[src/rtl/parity_serializer_if.sv]
// Handshake bundle between a parallel word source and the bit-serial output of
// parity_serializer. The slave modport is the serializer side.
interface parity_serializer_if #(
    parameter int DATA_W = 8
);
    logic [DATA_W-1:0] in_data;
    logic              in_valid;
    logic              in_ready;
    logic              ser_bit;
    logic              ser_valid;
    logic              ser_last;
    logic              ser_ready;
    logic              busy;

    modport slave (
        input  in_data, in_valid, ser_ready,
        output in_ready, ser_bit, ser_valid, ser_last, busy
    );

    modport master (
        output in_data, in_valid, ser_ready,
        input  in_ready, ser_bit, ser_valid, ser_last, busy
    );
endinterface

[src/rtl/parity_serializer.sv]
// Shifts a parallel word out LSB first over a valid/ready serial port and
// appends its parity bit; the next word may load on the parity transfer.
module parity_serializer #(
    parameter int DATA_W = 8,
    parameter int ODD    = 0
) (
    input logic                 clk,
    input logic                 rst_n,
    parity_serializer_if.slave  bus
);
    localparam int CNT_W = $clog2(DATA_W);
    localparam logic [CNT_W-1:0] CNT_MAX = CNT_W'(DATA_W - 1);

    typedef enum logic [1:0] {IDLE, DATA, PAR} state_t;

    state_t            state, state_d;
    logic [DATA_W-1:0] shreg;
    logic [CNT_W-1:0]  cnt;
    logic              par;
    logic              accept;
    logic              xfer;

    assign bus.in_ready  = rst_n && ((state == IDLE) || (state == PAR && bus.ser_ready));
    assign bus.ser_valid = (state != IDLE);
    assign bus.ser_last  = (state == PAR);
    assign bus.busy      = (state != IDLE);
    assign bus.ser_bit   = (state == DATA) ? shreg[0] : ((state == PAR) ? par : 1'b0);

    assign accept = bus.in_valid && bus.in_ready;
    assign xfer   = bus.ser_valid && bus.ser_ready;

    always_comb begin
        state_d = state;
        case (state)
            IDLE: if (accept) state_d = DATA;
            DATA: if (xfer && cnt == CNT_MAX) state_d = PAR;
            // accept in PAR implies ser_ready, so the parity bit is consumed too
            PAR: begin
                if (accept)    state_d = DATA;
                else if (xfer) state_d = IDLE;
            end
            default: state_d = IDLE;
        endcase
    end

    always_ff @(posedge clk) begin
        if (!rst_n) state <= IDLE;
        else        state <= state_d;
    end

    always_ff @(posedge clk) begin
        if (!rst_n) begin
            shreg <= '0;
            par   <= 1'b0;
            cnt   <= '0;
        end else if (accept) begin
            shreg <= bus.in_data;
            par   <= (^bus.in_data) ^ 1'(ODD);
            cnt   <= '0;
        end else if (state == DATA && xfer) begin
            shreg <= {1'b0, shreg[DATA_W-1:1]};
            // saturate on the last data bit so cnt stays within 0..DATA_W-1
            if (cnt != CNT_MAX) cnt <= cnt + 1'b1;
        end
    end
endmodule

[src/flat_wrapper.sv]
// flat-port wrapper written by rule: the top's interface ports become plain ports
module parity_serializer_flat 
#(
    parameter int DATA_W = 8,
    parameter int ODD    = 0
)
  (clk, rst_n, bus_in_data, bus_in_valid, bus_ser_ready, bus_in_ready, bus_ser_bit, bus_ser_valid, bus_ser_last, bus_busy);
  parity_serializer_if #(.DATA_W(DATA_W)) bus_i ();
  input logic clk;
  input logic rst_n;
  input wire logic [$bits(bus_i.in_data)-1:0] bus_in_data;
  input wire logic [$bits(bus_i.in_valid)-1:0] bus_in_valid;
  input wire logic [$bits(bus_i.ser_ready)-1:0] bus_ser_ready;
  output wire logic [$bits(bus_i.in_ready)-1:0] bus_in_ready;
  output wire logic [$bits(bus_i.ser_bit)-1:0] bus_ser_bit;
  output wire logic [$bits(bus_i.ser_valid)-1:0] bus_ser_valid;
  output wire logic [$bits(bus_i.ser_last)-1:0] bus_ser_last;
  output wire logic [$bits(bus_i.busy)-1:0] bus_busy;
  assign bus_i.in_data = bus_in_data;
  assign bus_i.in_valid = bus_in_valid;
  assign bus_i.ser_ready = bus_ser_ready;
  assign bus_in_ready = bus_i.in_ready;
  assign bus_ser_bit = bus_i.ser_bit;
  assign bus_ser_valid = bus_i.ser_valid;
  assign bus_ser_last = bus_i.ser_last;
  assign bus_busy = bus_i.busy;
  parity_serializer #(.DATA_W(DATA_W), .ODD(ODD)) u_core (.clk(clk), .rst_n(rst_n), .bus(bus_i));
endmodule
[config.mk]
export PLATFORM = sky130hd
export DESIGN_NAME = parity_serializer_flat
export DESIGN_NICKNAME = d
export VERILOG_FILES = /design/src/rtl/parity_serializer_if.sv /design/src/rtl/parity_serializer.sv /design/src/flat_wrapper.sv
export SDC_FILE = /design/constraint.sdc
export NUM_CORES = 1
export LEC_CHECK = 0
export BUFFER_PORTS_ARGS = -buffer_cell sky130_fd_sc_hd__buf_2
export CAP_MARGIN = 20
export CORE_MARGIN = 4
export CORE_UTILIZATION = 40
export CTS_CLUSTER_SIZE = 8
export DETAILED_ROUTE_END_ITERATION = 10
export GPL_TIMING_DRIVEN = 1
export PLACE_DENSITY = 0.67
export SLEW_MARGIN = 0
export SYNTH_ARGS = -nofsm -noshare
export SYNTH_HDL_FRONTEND = slang
export SYNTH_SLANG_ARGS = --single-unit
[constraint.sdc]
create_clock -name clk -period 1.7 [get_ports clk]
set_clock_uncertainty 0.15 [all_clocks]
set_input_delay 0.085 -clock clk [delete_from_list [all_inputs] [get_ports clk]]
set_output_delay 0.085 -clock clk [all_outputs]
set_load 0.05 [all_outputs]
==> summary.md <==
| Metric | Value |
|---|---|
| Status | complete, no violations |
| Logic pwr share | a little over a fifth |
| Share of layout cells above drive strength 1 | 23.85% |
| Via count | approximately 680 |
| RR Startpoint | u_core.state[0] |
| Kind of critical path | in2out |
| Final TNS setup | 0 ps |
| Clk buf depth | 2 |
| ANT cells | 0 |
| Routed Wire Length | 1.669 mm |
| Synth cell count leaders | 14 x dfxtp_1, 10 x nand2_1, 8 x xnor2_1, 7 x nand3_1 |
| Core area | around 1700 µm² |
| Slew HR | around 76% |
| Worst skew pair latency | 270 ps |
| Clock root buffer master | clkbuf_4 |
| Min-delay worst type | in2reg |
| Tcrit/Tclk final | between 90 and 100% |
| Boundary pin count | 17 |
| CP Max Fanout | 5 |
| YS warnings | 0 |
| Max Slew Vio Count | 0 |
| Port Buffers | 16 |
| Minimum clock period | ~1600 ps |
| Clock slew at reported path FFs | 80 ps |
| Cell count after synthesis | 84 |
| Critical Path End | bus_in_ready |
| Syn nets | 98 |
| Seq cells post-synth | 14 |
| DRC errors left | 0 |
| Post-Synth XOR/XNOR Area | a little under a tenth |
| Cell variety after synth | 26 |
| Top-count cell post-synth | dfxtp_1 |
| GRT Overall Usage | between 10% and 20% |
| # nets final | 125 |
| Final non-filler cell area | 958.4 µm² |
| Area growth syn-to-layout | 30.05% |
| Post-Synthesis Cell Area | about 740 µm² |
| Compound-gate portion of the synthesized area | roughly 23% |
| Cts bufs inserted | 3 |
| Drt pass-1 iters | 4 |
| Critical Path End Type | output port |
| Starting DRC count in detailed routing | 11 |
| First-pass GRT wire length | about 2.8 mm |
| Post-synthesis mux area share | 0% |
| HPWL Detailed | between 1 and 1.5 mm |
| Setup violators final | 0 |
| Gpl congestion | ~0.77 |
| Flop2flop setup slack | roughly 260 ps |
| Worst-Margin Slew | 356.1 ps |
| Max-cap violations | 0 |
| Part of the power in registers | around half |
| Sequential area share after synthesis | a little under two fifths |
| RSZ-0062 raised after global routing | no |
| P per Cell Area | between 700 and 800 nW/µm² |
| CP startpoint kind | input port |
| Vias in the first global route | 614 |
| Finished Layout Cells | around 130 |
| DIE AREA | 2593 µm² |
| Fillers | ~160 |
| Clock power share | 26.8% |
| NetSw | between 0.00015 and 0.0002 W |
| RR Endpoint | u_core.cnt[0] |
| Initial Utilization | 42.22% |
| Synth Flop Type | dfxtp_1 |
| Hold WS | approximately 20 ps |
| Required time of the critical path | approximately 1500 ps |
| Synth Area in Adders | 3.396% |
| Clock sink total | 14 |
| Final hold violation count | 0 |
| Reg2Reg Depth | 4 |
| Synth area leaders | dfxtp_1 38%, xnor2_1 9.5%, a21boi_1 6.1% |
| Antenna violations before repair | 0 |
| Die Y | 50.93 µm |
| Dpl cell area | approximately 840 µm² |
| Number of synthesized flops with an enable pin | 0 |
| FFs w/ async S/R, synth | 0% |
| Crit path from | bus_ser_ready |
| Largest family of logic cells by synthesized area | compound AO/OA/AOI/OAI gates |
| Post-synth top area share | a little under two fifths |
| Net Sw Frac | 28.13% |
| Antenna Nets Post-Route | 0 |
| Max Freq | ~640 MHz |
| Largest net degree at the start of global routing | 16 |
| Site row count | 15 |
| CTS tree | yes |
| PostCTS Resize Cnt | 0 |
| DP Cell Count | 121 |
| Leakage | 0.3759 nW |
| Wire per inst | roughly 12 µm |
| Int Pwr | 0.0004957 W |
| CP arrival | roughly 1300 ps |
| Maximum vdd drop | 0.0004157 V |
| Die Wd | just over 50 µm |
| Total grt overflow | 0 |
| Synth Area in Simple Gates | 21.39% |
| Mean Syn Cell Area | 8.773 µm² |
| H-tree Lvls | 1 |
| Yosys top cell by area | dfxtp_1 |
| Via density | 5.052 |
-- per-stage QoR --
step / power [W] / util (%) / setup WS [ps]
after floorplan: 0.0004578 / - / 140.8
after global placement: 0.0004914 / 48.03 / 258.7
after detailed placement: 0.0004943 / 48.03 / 189.8
after CTS: 0.0006932 / 54.48 / 109.1
after global routing: 0.0007284 / 54.91 / 22.60
final: 0.0006898 / 54.91 / 133.5
-- logic make-up after synthesis --
logic type | after synthesis
adder cells (fa/ha/maj) | 2
AND/OR/NAND/NOR | 28
flip-flops | 14
buffers and inverters | 7
AO/OA/AOI/OAI | 25
XOR/XNOR | 8
-- timing repair --
action / 4_1_cts / 5_1_grt
endpoints found under the setup margin: 0 / 2
endpoints found under the hold margin: 9 / 0
setup buffers: 0 / 1
hold buffers: 9 / 0
-- power by group through the flow --
| stage | registers (W) | logic [W] | clock network [W] |
|---|---|---|---|
| 3_3_place_gp | 0.000362 | 0.000130 | 0 |
| 5_1_grt | 0.000357 | 0.000165 | 0.000206 |
| 6_report | 0.000355 | 0.000150 | 0.000185 |
| 2_1_floorplan | 0.000356 | 0.000102 | 0 |
| 3_5_place_dp | 0.000363 | 0.000132 | 0 |
| 4_1_cts | 0.000355 | 0.000148 | 0.000191 |
-- layer usage --
metal / global-route usage, % / share of wire, % / vias to the layer above / routed length, µm
li1: - / - / 353 / -
met1: 17.73 / 45 / 302 / 750
met2: 22.10 / 48 / 18 / 806
met3: 3.207 / 4.7 / 4 / 79
met4: 8.520 / 2.0 / 0 / 33
met5: 0 / 0 / - / 0
-- critical path, stage by stage --
cell	delay (ps)
dlygate4sd3_1	530
buf_2	150
nand2b_2	180
and3b_1	180
buf_2	200
-- registers in the layout (all words and copies together) (netlist names) --
signal,cells
u_core.shreg,8
u_core.par,1
u_core.cnt,3
u_core.state,2
-- worst min path at each step --
stage | startpoint | endpoint | slack [ps] | cells past startpoint
6_report | rst_n | u_core.par | 20 | 3
5_1_grt | bus_in_data[0] | u_core.shreg[0] | 20 | 3
4_1_cts | bus_in_data[0] | u_core.shreg[0] | 9 | 3
3_5_place_dp | bus_in_data[7] | u_core.shreg[7] | 200 | 3
3_3_place_gp | bus_in_data[7] | u_core.shreg[7] | 200 | 3
2_1_floorplan | bus_in_data[7] | u_core.shreg[7] | 70 | 2
-- cells in the final DEF, fill, tap and decap left out, drive strengths merged, types with 2 or more instances in the layout --
| cell | synthesis | final |
|---|---|---|
| a21boi | 7 | 7 |
| a21oi | 3 | 3 |
| a22oi | 5 | 5 |
| a31oi | 2 | 2 |
| buf | 5 | 19 |
| clkbuf | 1 | 3 |
| dfxtp | 14 | 14 |
| dlygate4sd3 | 0 | 9 |
| ha | 2 | 2 |
| nand2 | 10 | 10 |
| nand3 | 7 | 7 |
| nand4b | 2 | 2 |
| nor2 | 2 | 2 |
| o21ai | 6 | 6 |
| xnor2 | 8 | 8 |
-- final cells by class --
cell class	instances	area, µm²	share of cell area [%]
flip-flops and latches	14	280.3	29.24
clock buffers	3	22.52	2.350
well taps	25	31.28	3.264
repair buffers	28	192.7	20.10
inverters	1	3.754	0.3916
multi-input cells	63	427.9	44.65
Power figures use the tool's default switching activity.
